[src/rtl/keypad_pkg.sv]
// keypad_pkg
// Shared definitions for the 4x3 matrix keypad scanner:
//   KEY_NONE / KEY_STAR / KEY_HASH / KEY_ZERO : special key codes
//   db_state_t                                : debounce FSM states
//   key_lookup(row, col)                      : matrix position -> 4-bit key code
package keypad_pkg;

    localparam logic [3:0] KEY_NONE = 4'hF;
    localparam logic [3:0] KEY_STAR = 4'hA;
    localparam logic [3:0] KEY_HASH = 4'hB;
    localparam logic [3:0] KEY_ZERO = 4'h0;

    typedef enum logic [1:0] {
        ST_IDLE    = 2'd0,
        ST_CAND    = 2'd1,
        ST_PRESSED = 2'd2,
        ST_RELEASE = 2'd3
    } db_state_t;

    // Rows 0..2 carry the digits 1..9 in reading order; row 3 is '*', '0', '#'.
    function automatic logic [3:0] key_lookup(input logic [1:0] row, input logic [1:0] col);
        logic [3:0] code;
        if (row == 2'd3) begin
            case (col)
                2'd0:    code = KEY_STAR;
                2'd1:    code = KEY_ZERO;
                default: code = KEY_HASH;
            endcase
        end else begin
            code = ({2'b00, row} * 4'd3) + {2'b00, col} + 4'd1;
        end
        return code;
    endfunction

endpackage

[src/rtl/keypad_debounce.sv]
// keypad_debounce
// Frame-level debounce for the keypad scanner. Consumes one frame result per
// scan frame and decides when a key is accepted, held and released.
// Optional macro: KEYPAD_REPEAT_EN enables auto-repeat of key_valid while held.
// Ports:
//   clk           in   system clock
//   rst_n         in   synchronous reset, active-low
//   frame_strobe  in   one-cycle pulse when frame_code is valid (end of row 3)
//   frame_code    in   key seen in the frame, KEY_NONE for none or several
//   key_code      out  accepted key, KEY_NONE when no key is held
//   key_valid     out  one-cycle strobe on acceptance (and on repeats)
//   key_held      out  debounced key currently held
module keypad_debounce
    import keypad_pkg::*;
#(
    parameter logic [7:0] DEBOUNCE_FRAMES = 8'd5,
    parameter logic [7:0] REPEAT_DELAY    = 8'd125,
    parameter logic [7:0] REPEAT_RATE     = 8'd25
) (
    input  logic       clk,
    input  logic       rst_n,
    input  logic       frame_strobe,
    input  logic [3:0] frame_code,
    output logic [3:0] key_code,
    output logic       key_valid,
    output logic       key_held
);

    db_state_t  state_q, state_d;
    logic [3:0] cand_q, cand_d;
    logic [7:0] cnt_q, cnt_d;
    logic [7:0] cnt_inc;
    logic [3:0] code_d;
    logic       valid_d;
    logic       held_d;

`ifdef KEYPAD_REPEAT_EN
    logic [7:0] rep_cnt_q, rep_cnt_d;
    logic       rep_phase_q, rep_phase_d;
`else
    logic [15:0] unused_repeat_cfg;
    assign unused_repeat_cfg = {REPEAT_DELAY, REPEAT_RATE};
`endif

    assign cnt_inc = (cnt_q == 8'hFF) ? cnt_q : cnt_q + 8'd1;

    always_ff @(posedge clk) begin
        if (!rst_n) begin
            state_q   <= ST_IDLE;
            cand_q    <= KEY_NONE;
            cnt_q     <= 8'd0;
            key_code  <= KEY_NONE;
            key_valid <= 1'b0;
            key_held  <= 1'b0;
        end else begin
            state_q   <= state_d;
            cand_q    <= cand_d;
            cnt_q     <= cnt_d;
            key_code  <= code_d;
            key_valid <= valid_d;
            key_held  <= held_d;
        end
    end

`ifdef KEYPAD_REPEAT_EN
    always_ff @(posedge clk) begin
        if (!rst_n) begin
            rep_cnt_q   <= 8'd0;
            rep_phase_q <= 1'b0;
        end else begin
            rep_cnt_q   <= rep_cnt_d;
            rep_phase_q <= rep_phase_d;
        end
    end
`endif

    // The FSM only moves on frame_strobe. Comparisons use >= so that a
    // threshold of 0 or 1 both mean "accept on the first frame".
    always_comb begin
        state_d = state_q;
        cand_d  = cand_q;
        cnt_d   = cnt_q;
        code_d  = key_code;
        valid_d = 1'b0;
        held_d  = key_held;
`ifdef KEYPAD_REPEAT_EN
        rep_cnt_d   = rep_cnt_q;
        rep_phase_d = rep_phase_q;
`endif

        if (frame_strobe) begin
            unique case (state_q)
                ST_IDLE: begin
                    if (frame_code != KEY_NONE) begin
                        cand_d = frame_code;
                        cnt_d  = 8'd1;
                        if (8'd1 >= DEBOUNCE_FRAMES) begin
                            state_d = ST_PRESSED;
                            cnt_d   = 8'd0;
                            code_d  = frame_code;
                            valid_d = 1'b1;
                            held_d  = 1'b1;
                        end else begin
                            state_d = ST_CAND;
                        end
                    end
                end
                ST_CAND: begin
                    if (frame_code == cand_q) begin
                        cnt_d = cnt_inc;
                        if (cnt_inc >= DEBOUNCE_FRAMES) begin
                            state_d = ST_PRESSED;
                            cnt_d   = 8'd0;
                            code_d  = cand_q;
                            valid_d = 1'b1;
                            held_d  = 1'b1;
                        end
                    end else if (frame_code == KEY_NONE) begin
                        state_d = ST_IDLE;
                        cnt_d   = 8'd0;
                    end else begin
                        cand_d = frame_code;
                        cnt_d  = 8'd1;
                    end
                end
                ST_PRESSED: begin
                    // Any other frame, including a different key, starts a release;
                    // a new key is only taken after the old one is fully released.
                    if (frame_code != cand_q) begin
                        cnt_d = 8'd1;
                        if (8'd1 >= DEBOUNCE_FRAMES) begin
                            state_d = ST_IDLE;
                            cnt_d   = 8'd0;
                            code_d  = KEY_NONE;
                            held_d  = 1'b0;
                        end else begin
                            state_d = ST_RELEASE;
                        end
                    end
                end
                ST_RELEASE: begin
                    if (frame_code == cand_q) begin
                        state_d = ST_PRESSED;
                        cnt_d   = 8'd0;
                    end else begin
                        cnt_d = cnt_inc;
                        if (cnt_inc >= DEBOUNCE_FRAMES) begin
                            state_d = ST_IDLE;
                            cnt_d   = 8'd0;
                            code_d  = KEY_NONE;
                            held_d  = 1'b0;
                        end
                    end
                end
                default: begin
                    state_d = ST_IDLE;
                end
            endcase

`ifdef KEYPAD_REPEAT_EN
            // Phase 0 waits REPEAT_DELAY held frames, phase 1 then fires every
            // REPEAT_RATE frames. Any frame outside a steady PRESSED restarts it.
            if (state_q == ST_PRESSED && frame_code == cand_q) begin
                rep_cnt_d = (rep_cnt_q == 8'hFF) ? rep_cnt_q : rep_cnt_q + 8'd1;
                if (rep_cnt_d >= (rep_phase_q ? REPEAT_RATE : REPEAT_DELAY)) begin
                    valid_d     = 1'b1;
                    rep_cnt_d   = 8'd0;
                    rep_phase_d = 1'b1;
                end
            end else begin
                rep_cnt_d   = 8'd0;
                rep_phase_d = 1'b0;
            end
`endif
        end
    end

endmodule

[src/rtl/keypad_scanner.sv]
// keypad_scanner
// Scans a 4x3 matrix keypad one row at a time, decodes each scan frame into a
// single key code and hands it to keypad_debounce.
// Optional macro: KEYPAD_REPEAT_EN (auto-repeat, handled in keypad_debounce).
// Ports:
//   clk        in   system clock
//   rst_n      in   synchronous reset, active-low
//   keypadc    in   column inputs, active-high, asynchronous
//   keypadr    out  one-hot active-high row drive
//   key_code   out  accepted key code, 4'hF when none
//   key_valid  out  one-cycle press (or repeat) strobe
//   key_held   out  debounced key currently held
module keypad_scanner
    import keypad_pkg::*;
#(
    parameter logic [15:0] SCAN_DIV        = 16'd4000,
    parameter logic [7:0]  DEBOUNCE_FRAMES = 8'd5,
    parameter logic [7:0]  REPEAT_DELAY    = 8'd125,
    parameter logic [7:0]  REPEAT_RATE     = 8'd25
) (
    input  logic       clk,
    input  logic       rst_n,
    input  logic [2:0] keypadc,
    output logic [3:0] keypadr,
    output logic [3:0] key_code,
    output logic       key_valid,
    output logic       key_held
);

    logic [2:0]  col_meta;
    logic [2:0]  col_sync;
    logic [15:0] div_cnt;
    logic [1:0]  row_idx;
    logic [1:0]  acc_hits;
    logic [3:0]  acc_code;
    logic        slot_end;
    logic        frame_strobe;
    logic [1:0]  row_hits;
    logic [3:0]  row_code;
    logic [2:0]  hit_sum;
    logic [3:0]  frame_code;

    assign slot_end     = (div_cnt == SCAN_DIV - 16'd1);
    assign frame_strobe = slot_end && (row_idx == 2'd3);
    assign keypadr      = 4'b0001 << row_idx;

    // Combines the keys already seen this frame with the row being sampled.
    // acc_hits saturates at 2: beyond one key the exact count does not matter.
    always_comb begin
        row_hits   = 2'd0;
        row_code   = KEY_NONE;
        for (int c = 0; c < 3; c++) begin
            if (col_sync[c]) begin
                if (row_hits != 2'd2) begin
                    row_hits = row_hits + 2'd1;
                end
                row_code = key_lookup(row_idx, 2'(c));
            end
        end
        hit_sum    = {1'b0, acc_hits} + {1'b0, row_hits};
        frame_code = KEY_NONE;
        if (hit_sum == 3'd1) begin
            frame_code = (acc_hits == 2'd1) ? acc_code : row_code;
        end
    end

    always_ff @(posedge clk) begin
        if (!rst_n) begin
            col_meta <= 3'b000;
            col_sync <= 3'b000;
            div_cnt  <= 16'd0;
            row_idx  <= 2'd0;
            acc_hits <= 2'd0;
            acc_code <= KEY_NONE;
        end else begin
            col_meta <= keypadc;
            col_sync <= col_meta;
            if (slot_end) begin
                div_cnt <= 16'd0;
                row_idx <= row_idx + 2'd1;
                if (row_idx == 2'd3) begin
                    acc_hits <= 2'd0;
                    acc_code <= KEY_NONE;
                end else begin
                    acc_hits <= (hit_sum > 3'd2) ? 2'd2 : hit_sum[1:0];
                    acc_code <= frame_code;
                end
            end else begin
                div_cnt <= div_cnt + 16'd1;
            end
        end
    end

    keypad_debounce #(
        .DEBOUNCE_FRAMES (DEBOUNCE_FRAMES),
        .REPEAT_DELAY    (REPEAT_DELAY),
        .REPEAT_RATE     (REPEAT_RATE)
    ) u_debounce (
        .clk          (clk),
        .rst_n        (rst_n),
        .frame_strobe (frame_strobe),
        .frame_code   (frame_code),
        .key_code     (key_code),
        .key_valid    (key_valid),
        .key_held     (key_held)
    );

endmodule

[config.mk]
export PLATFORM = sky130hd
export DESIGN_NAME = keypad_scanner
export DESIGN_NICKNAME = d
export VERILOG_FILES = /design/src/rtl/keypad_pkg.sv /design/src/rtl/keypad_debounce.sv /design/src/rtl/keypad_scanner.sv
export SDC_FILE = /design/constraint.sdc
export NUM_CORES = 1
export LEC_CHECK = 0
export BUFFER_PORTS_ARGS = -buffer_cell sky130_fd_sc_hd__buf_4
export CAP_MARGIN = 20
export CORE_MARGIN = 4
export CORE_UTILIZATION = 40
export DETAILED_ROUTE_END_ITERATION = 12
export GPL_TIMING_DRIVEN = 0
export SLEW_MARGIN = 10
export SYNTH_ARGS = -nofsm -noshare
export SYNTH_HDL_FRONTEND = slang
export SYNTH_SLANG_ARGS = --single-unit
[constraint.sdc]
create_clock -name clk -period 8.7 [get_ports clk]
set_clock_uncertainty 0.1 [all_clocks]
set_input_delay 0.435 -clock clk [delete_from_list [all_inputs] [get_ports clk]]
set_output_delay 0.435 -clock clk [all_outputs]
set_load 0.02 [all_outputs]
==> impl_metrics.json, run 1 <==
{
  "synth-edff-count": 0,
  "via_count": 2124,
  "die_h_um": 89.2,
  "finalWirelength_mm": 5.19,
  "final_cell_mix": "dfxtp_1, nor2_1, nand2_1, nand3_1, and2_1",
  "syn2layout_area_growth_pct": 11.4,
  "ys_seq_area_share_pct": 38.0,
  "syn_area_per_cell_um2": 8.76,
  "hpwl_mm": 3.86,
  "synth.distinct_cells": 57,
  "clkLatencyLatePin_ps": 300,
  "clock-root-buffer": "clkbuf_8",
  "clkPwrFrac_pct": 37.0,
  "htree_levels": 2,
  "ios": 15,
  "post_cts_resized": 0,
  "syn-cell-area_um2": 2640,
  "start_util_pct": 41.3,
  "min_period_ps": 4040,
  "dr_wl_met2_mm": 2.33,
  "drive_above_1_share_pct": 10.6,
  "syn_inst": 301,
  "top_layer": "met4",
  "wl_met3_um": 123,
  "critPathLaunch": "col_sync[1]",
  "num_antenna_cells": 0,
  "antenna_found_initial": 0,
  "rsz0062_at_grt": "false",
  "die-area_um2": 7960,
  "cp.required_ps": 8830,
  "fin_ws_ps": 4660,
  "max_clock_freq_mhz": 247,
  "intPower_mw": 0.333,
  "core_area_um2": 6390,
  "critPathKind": "flop to flop",
  "grt_max_degree": 15,
  "slew_viol_final": 0,
  "syn-num-nets": 319,
  "p_seq_share_pct": 54.7,
  "switching_share_pct": 22.4,
  "synthFlopType": "dfxtp_1",
  "clkTransAtPathRegs_ps": 90,
  "grt_pass1_vias": 1990,
  "via_per_inst": 5.32,
  "min_from": "keypadc[0]",
  "critPathCaptureType": "flop",
  "synth_area_leader_cell": "dfxtp_1",
  "finalHoldViolCount": 0,
  "power_switching_mw": 0.0959,
  "power.density_nw_per_um2": 146,
  "cts_num_sinks": 50,
  "worstMarginPinSlew_ps": 647,
  "synth_area_leaders": "dfxtp_1, ha_1, nor2_1, and2_1, nand3_1",
  "outcome": "finished clean",
  "nets": 339,
  "setup-tns-final_ps": 0,
  "drtIter0Drc": 87,
  "reg2reg_from": "col_sync[1]",
  "drc": 0,
  "gr-total-overflow": 0,
  "placed_area_um2": 2830,
  "synth-async-reset-ratio_pct": 0,
  "pre_cts_ws_ps": 4680,
  "synth_top_area_share_pct": 38.0,
  "leakage_nw": 1.03,
  "firstDrtPassIters": 4,
  "path_max_fanout": 9,
  "nFillCells": 649,
  "cp.arrival_ps": 4180,
  "min_path_type": "primary input to flop",
  "rows": 29,
  "gp_congestion": 0.796,
  "final_area_um2": 2940,
  "ir_worst_vdd_mv": 0.0580,
  "cts_buffers": 5,
  "setup_viol": 0,
  "layout_commonest_cell": "dfxtp_1",
  "die_w_um": 89.2,
  "postCtsHoldBufs": 0,
  "wl_per_cell_um": 13.0,
  "wl_met1_mm": 2.67,
  "postRouteAntennaNets": 0,
  "grt_pass1_wl_mm": 9.01,
  "ys_warn_count": 0,
  "grt_use_total_pct": 14.3,
  "post_cts_buffers": 0,
  "start_kind": "flop",
  "post-route-period-util_pct": 46.5,
  "combPwrFrac_pct": 8.3,
  "clockBufferDepth": 2,
  "slew_headroom_pct": 56.3,
  "drv_cap": 0,
  "io_buffers": 13,
  "ys_ff_latch": 50,
  "cts_tree": "built"
}
==> flip-flops by register name (all words and copies together) (netlist names), named ones only <==
signal,cells
u_debounce.key_held,1
u_debounce.cand_q,4
row_idx,2
div_cnt,16
u_debounce.state_q,1
u_debounce.key_code,4
col_sync,3
col_meta,3
u_debounce.cnt_q,8
acc_hits,2
u_debounce.key_valid,1
acc_code,4
==> logic make-up after synthesis <==
logic type	Yosys count	share of synthesized area [%]
xor+xnor	18	5.98
simple gates	134	27.4
compound gates	56	15.9
buf+inv	24	3.89
fa+ha+maj	13	6.45
mux	6	2.47
flops	50	38.0
==> worst paths after layout <==
kind / cells past startpoint / end / slack (ps)
setup / recovery: 14 / u_debounce.key_code[0] / 4660
hold / removal: 2 / col_meta[0] / 240
setup reg to reg: 14 / u_debounce.key_code[0] / 4660
hold reg to reg: 1 / col_sync[1] / 340
==> stage by stage <==
stage	util (%)	std cells	hold slack, ps	power [mW]
final	46.0	399	241	0.429
after global routing	46.0	399	239	0.449
after CTS	46.0	399	234	0.435
after detailed placement	44.3	391	320	0.276
after global placement	44.3	391	316	0.275
after floorplan	-	301	312	0.266
==> metal layers <==
layer | track usage [%] | vias to the layer above
li1 | - | 1118
met1 | 19.6 | 978
met2 | 22.5 | 21
met3 | 3.04 | 7
met4 | 4.33 | 0
met5 | 0 | -
==> cells in the mapped netlist (4+ instances only) <==
| cell | n |
|---|---|
| xnor2_1 | 10 |
| and2_1 | 15 |
| o21ai_0 | 13 |
| nor3b_1 | 6 |
| mux2i_1 | 4 |
| ha_1 | 12 |
| and3_1 | 6 |
| a21oi_1 | 13 |
| nand2_1 | 19 |
| clkbuf_1 | 9 |
| dfxtp_1 | 50 |
| nand4_1 | 5 |
| a211oi_1 | 4 |
| nand3_1 | 18 |
| xor2_1 | 8 |
| nor2_1 | 31 |
| nor3_1 | 10 |
| inv_1 | 11 |
==> power by group through the flow <==
| stage | Sequential (mW) | Clock [mW] | Combinational, mW |
|---|---|---|---|
| after floorplan | 0.240 | 0 | 0.0261 |
| after global placement | 0.240 | 0 | 0.0358 |
| after detailed placement | 0.240 | 0 | 0.0360 |
| after CTS | 0.234 | 0.164 | 0.0361 |
| after global routing | 0.235 | 0.174 | 0.0400 |
| final | 0.234 | 0.159 | 0.0357 |
==> area by class of cell <==
| cell class | instances | area (um2) | area share, % |
|---|---|---|---|
| buffer | 13 | 61.3 | 2.09 |
| sequential | 50 | 1000 | 34.1 |
| clock inverter | 1 | 30.0 | 1.02 |
| inverter | 11 | 41.3 | 1.41 |
| timing repair buffer | 13 | 97.6 | 3.32 |
| multi-input combinational | 227 | 1530 | 52.2 |
| tap | 77 | 96.3 | 3.28 |
| clock buffer | 7 | 76.3 | 2.60 |
==> critical path: stages (launching register included) <==
cell,delay (ps)
dfxtp_1,350
buf_6,140
inv_1,60
ha_1,260
mux2_2,140
ha_1,140
inv_1,50
fa_1,520
nand3_1,290
o32a_1,510
xnor2_1,460
and3_1,220
buf_4,130
mux2i_2,380
mux2i_1,230
No activity file was read; power rests on OpenSTA's default activity.
==> inputs of run 2 (changes only) <==
- ABC_AREA: unset -> 1
- clock period: 8.7 -> 3.65 ns (I/O delays scaled with it)
==> run 2 against run 1 <==
Sequential share of layout area shrank 2.9 points. Largest power group unchanged. Non-clock buffer count shrank 3. First-iteration DRC count shrank 15%. Hold slack lost 14 ps. Setup slack lost 4200 ps.
==> impl_metrics.json, run 2 <==
{
  "layoutNonFillerInstCount": 514,
  "ys_ff_latch": 50,
  "drv_cap": 0,
  "syn-num-nets": 411,
  "min_from": "rst_n",
  "pre_cts_ws_ps": 293,
  "rows": 30,
  "fin_ws_ps": 416,
  "critPathCaptureType": "flop",
  "reg2reg_from": "col_sync[1]",
  "synth_area_leaders": "dfxtp_1, nand2_1, inv_1, ha_1, nand3_1",
  "post_cts_buffers": 0,
  "nFillCells": 708,
  "worstMarginPinSlew_ps": 415,
  "syn-cell-area_um2": 2820,
  "layout_commonest_cell": "nand2_1",
  "slew_headroom_pct": 72.1,
  "switching_share_pct": 21.5,
  "setup-tns-final_ps": 0,
  "critical_path_buf_inv_count": 4,
  "min_period_ps": 3230,
  "synth_top_area_share_pct": 35.5,
  "drtIter0Drc": 74,
  "power_switching_mw": 0.239,
  "wl_per_cell_um": 10.8,
  "nets": 435,
  "io_buffers": 14,
  "start_util_pct": 41.3,
  "synth-edff-count": 0,
  "final_area_um2": 3220,
  "setup_viol": 0,
  "final_cell_mix": "nand2_1, dfxtp_1, inv_1, nor2_1, nand3_1",
  "intPower_mw": 0.873,
  "grt_pass1_vias": 2208,
  "largestRegisters": "div_cnt x16, u_debounce.cnt_q x8",
  "synth.most_common_cell": "nand2_1",
  "synth_commonest_cells": "nand2_1, dfxtp_1, inv_1, nor2_1, nand3_1",
  "die_w_um": 92.0,
  "finalHoldViolCount": 0,
  "holdWs_ps": 227,
  "grt_pass1_wl_mm": 9.70,
  "syn_inst": 393,
  "htree_levels": 2,
  "ios": 15,
  "dpl.cell_count": 503,
  "placed_area_um2": 3040,
  "cp_cell_sequence": "inv_2 -> ha_1 -> nand2_1 -> nand2_1 -> ha_1 -> inv_1 -> fa_1 -> nand2_1 -> nor2_2 -> nand2_1 -> inv_1 -> nand2_2 -> nand2_2 -> nand2_1 -> nor2_1 -> nand4_1 -> nand2_1 -> inv_2 -> o21ai_0 -> a21oi_1",
  "via_per_inst": 4.69,
  "drive_above_1_share_pct": 16.7,
  "die-area_um2": 8450,
  "hpwl_mm": 4.33,
  "synth.distinct_cells": 43,
  "synth_area_leader_cell": "dfxtp_1",
  "ir_worst_vdd_mv": 0.149,
  "clockBufferDepth": 2,
  "max_stage_delay_ps": 480,
  "critPathKind": "flop to flop",
  "finalWirelength_mm": 5.57,
  "clkPwrFrac_pct": 43.1,
  "drc": 0,
  "multi_input_area_um2": 1580,
  "start_kind": "flop",
  "ys_seq_area_share_pct": 35.5,
  "postRouteAntennaNets": 0,
  "synthFlopType": "dfxtp_1",
  "synth-async-reset-ratio_pct": 0,
  "regArea_um2": 1000,
  "outcome": "finished clean",
  "gp_congestion": 0.836,
  "ys_warn_count": 0,
  "cts_tree": "built",
  "syn2layout_area_growth_pct": 14.2,
  "die_h_um": 92.0,
  "grt_use_total_pct": 13.9,
  "cp_slowest_cell": "fa_1",
  "power.density_nw_per_um2": 346,
  "grt_max_degree": 16,
  "path_max_fanout": 8,
  "largest_reg_flops": 16,
  "cp.arrival_ps": 3340,
  "critPathLaunch": "col_sync[1]",
  "clkLatencyLatePin_ps": 300,
  "gr-total-overflow": 0,
  "critPathTopFamily": "simple AND/OR/NAND/NOR gates",
  "cts_num_sinks": 50,
  "top_register": "div_cnt",
  "combPwrFrac_pct": 7.0,
  "via_count": 2409,
  "firstDrtPassIters": 4,
  "clock-root-buffer": "clkbuf_8",
  "post-route-period-util_pct": 88.6,
  "min_path_type": "primary input to flop",
  "max_clock_freq_mhz": 309,
  "p_seq_share_pct": 49.9,
  "cts_buffers": 5,
  "rsz0062_at_grt": "false",
  "num_antenna_cells": 0,
  "antenna_found_initial": 0,
  "slew_viol_final": 0,
  "syn_area_per_cell_um2": 7.17,
  "leakage_nw": 1.54,
  "cp.required_ps": 3750,
  "crit_top_cell": "nand2_1",
  "core_area_um2": 6830,
  "clkTransAtPathRegs_ps": 90
}
-- run 2: through the flow --
stage               total power [mW]  utilization [%]
global route                    1.17             47.1
global placement               0.643             44.6
CTS                             1.13             47.1
finish                          1.11             47.1
detailed placement             0.644             44.6
floorplan                      0.627                -
-- run 2: worst register-to-register path, stage by stage (launching register included) --
cell     delay, ps
dfxtp_2        410
inv_2           80
ha_1           280
nand2_1         50
nand2_1         60
ha_1           140
inv_1           50
fa_1           480
nand2_1         90
nor2_2         180
nand2_1         70
inv_1           80
nand2_2         90
nand2_2         90
nand2_1         60
nor2_1         190
nand4_1        110
nand2_1        190
inv_2          120
o21ai_0        170
a21oi_1         50
-- run 2: layout make-up --
class	instances	share of cell area, %
Buffer	6	1.44
Clock buffer	6	2.57
Clock inverter	2	1.87
Inverter	52	6.07
Multi-Input combinational cell	285	49.0
Sequential cell	50	31.1
Tap cell	96	3.73
Timing Repair Buffer	17	4.20
-- run 2: routing by layer --
metal / wire [um] / track usage, % / vias up
li1: - / - / 1302
met1: 2830 / 18.3 / 1080
met2: 2500 / 22.8 / 21
met3: 160 / 2.79 / 6
met4: 74 / 4.46 / 0
met5: 0 / 0 / -
-- run 2: cell families after synthesis --
kind of cell	Yosys count	synth area share, %
and+or+nand+nor	225	39.0
adders and majority gates	13	6.04
buffers and inverters	58	8.57
AOI/OAI and AO/OA	42	9.32
xor gates and xnor gates	5	1.55
DFF	50	35.5
-- run 2: repair_timing --
item                       in CTS  in global routing
resized for setup               0                  1
setup endpoints to repair       0                  3
hold buffers                    3                  0
hold endpoints to repair        3                  0
-- run 2: worst paths after layout --
| check | depth (start not counted) | slack [ps] | endpoint |
|---|---|---|---|
| hold reg to reg | 2 | 320 | col_sync[1] |
| hold / removal | 4 | 230 | row_idx[0] |
| setup / recovery | 20 | 420 | u_debounce.cnt_q[0] |
| setup reg to reg | 20 | 420 | u_debounce.cnt_q[0] |
-- run 2: power groups by stage --
stage               registers, mW  logic, mW  clock network (mW)
CTS                         0.554     0.0799               0.498
floorplan                   0.566     0.0605                   0
global placement            0.567     0.0758                   0
detailed placement          0.567     0.0772                   0
finish                      0.554     0.0784               0.479
global route                0.555     0.0895               0.521
==> inputs of run 3 (changes only) <==
- BUFFER_PORTS_ARGS: -buffer_cell sky130_fd_sc_hd__buf_4 -> unset
- DONT_BUFFER_PORTS: unset -> 1
==> run 3 against run 2 <==
Clock power decreased by 31%. Wire length decreased by 1.2%. Via count decreased by 0.62%. Sequential cell count unchanged. Largest power group unchanged. Final area decreased by 4.9%. Highest routed layer unchanged. Maximum frequency decreased by 2.3%. Critical endpoint unchanged. Setup slack got worse by 75 ps. Final cell count decreased by 2.7%.
==> impl_metrics.json, run 3 (synthesized netlist as in run 2, its figures left out) <==
{
  "power_switching_mw": 0.228,
  "layout_commonest_cell": "nand2_1",
  "post-route-period-util_pct": 90.7,
  "path_max_fanout": 8,
  "p_seq_share_pct": 57.8,
  "cp.arrival_ps": 3400,
  "top_register": "div_cnt",
  "cts_buffers": 5,
  "grt_use_total_pct": 14.3,
  "ios": 15,
  "switching_share_pct": 23.8,
  "cts_tree": "built",
  "die_h_um": 92.0,
  "postRouteAntennaNets": 0,
  "slew_headroom_pct": 70.5,
  "max_clock_freq_mhz": 302,
  "cp.required_ps": 3740,
  "post_cts_buffers": 0,
  "worstMarginPinSlew_ps": 442,
  "drive_above_1_share_pct": 13.4,
  "drc": 0,
  "grt_max_degree": 15,
  "largest_reg_flops": 16,
  "grt_pass1_vias": 2219,
  "clkTransAtPathRegs_ps": 90,
  "leakage_nw": 1.45,
  "clkLatencyLatePin_ps": 290,
  "via_count": 2394,
  "syn2layout_area_growth_pct": 8.57,
  "largestRegisters": "div_cnt x16, u_debounce.cnt_q x8",
  "drv_cap": 0,
  "ir_worst_vdd_mv": 0.119,
  "holdWs_ps": 104,
  "intPower_mw": 0.731,
  "core_area_um2": 6830,
  "htree_levels": 2,
  "rsz0062_at_grt": "false",
  "min_path_type": "primary input to flop",
  "clock-root-buffer": "clkbuf_8",
  "die-area_um2": 8450,
  "min_period_ps": 3310,
  "gr-total-overflow": 0,
  "start_util_pct": 41.3,
  "setup-tns-final_ps": 0,
  "gp_congestion": 0.823,
  "outcome": "finished clean",
  "die_w_um": 92.0,
  "antenna_found_initial": 0,
  "drtIter0Drc": 104,
  "power.density_nw_per_um2": 313,
  "hpwl_mm": 4.28,
  "finalHoldViolCount": 0,
  "slew_viol_final": 0,
  "via_per_inst": 4.79,
  "nets": 421,
  "final_cell_mix": "nand2_1, dfxtp_1, inv_1, nor2_1, nand3_1",
  "wl_per_cell_um": 11.0,
  "start_kind": "flop",
  "rows": 30,
  "num_antenna_cells": 0,
  "critPathKind": "flop to flop",
  "grt_pass1_wl_mm": 9.95,
  "io_buffers": 0,
  "clkPwrFrac_pct": 34.3,
  "clockBufferDepth": 2,
  "combPwrFrac_pct": 7.9,
  "critPathCaptureType": "flop",
  "finalWirelength_mm": 5.50,
  "setup_viol": 0,
  "cts_num_sinks": 50,
  "firstDrtPassIters": 4
}
run 3: changes by cell type in the layout (fill, tap and decap cells not counted), sizes merged:
cell,delta
buf,-14
clkinv,+1
clkbuf,+1
bufinv,-2
run 3: layout make-up:
class,instances,area [um2]
Tap cell,96,120
Clock buffer,7,86.3
Fill cell,736,3770
Buffer,6,46.3
Clock inverter,1,5.00
Sequential cell,50,1000
Timing Repair Buffer,3,30.0
Multi-Input combinational cell,285,1580
Inverter,52,195
run 3: worst paths after layout:
check	from	endpoint	slack, ps	cells after the start
worst max-delay path	col_sync[1]	u_debounce.cnt_q[0]	340	20
worst min-delay path	rst_n	row_idx[0]	100	3
worst max register to register	col_sync[1]	u_debounce.cnt_q[0]	340	20
worst min register to register	col_meta[2]	col_sync[2]	320	2
run 3: timing repair:
item,CTS,global route
endpoints found under the hold margin,3,0
gates resized for setup,0,0
hold buffers,3,0
endpoints found under the setup margin,0,0
run 3: per-layer routing:
layer	track usage [%]	vias to the layer above	part of all wire, %
li1	-	1271	-
met1	19.0	1084	49
met2	23.1	32	46
met3	2.87	7	3.1
met4	4.83	0	1.4
met5	0	-	0
run 3: power groups by stage:
stage / Clock (mW) / Combinational, mW / Sequential [mW]
6_report: 0.329 / 0.0754 / 0.554
5_1_grt: 0.369 / 0.0870 / 0.556
4_1_cts: 0.345 / 0.0765 / 0.555
3_5_place_dp: 0 / 0.0737 / 0.567
3_3_place_gp: 0 / 0.0724 / 0.567
2_1_floorplan: 0 / 0.0605 / 0.566
run 3: critical path, stage by stage, from the launching register on:
cell and delay (ps):
dfxtp_1 480, inv_2 110, ha_1 290, nand2_1 50, nand2_1 60, ha_1 130, inv_1 50, fa_1 470
nand2_1 90, nor2_2 190, nand2_1 80, inv_1 80, nand2_2 90, nand2_2 100, nand2_1 50, nor2_1 190
nand4_1 110, nand2_1 180, inv_2 120, o21ai_0 150, a21oi_1 60
run 3: through the flow:
step	area [um2]	instances	setup slack [ps]	util [%]	total power, mW
finish	3060	500	341	44.8	0.959
floorplan	2820	393	751	-	0.627
global route	3060	500	10.1	44.8	1.01
detailed placement	2940	489	340	43.0	0.641
CTS	3060	500	323	44.8	0.976
global placement	2940	489	359	43.0	0.640
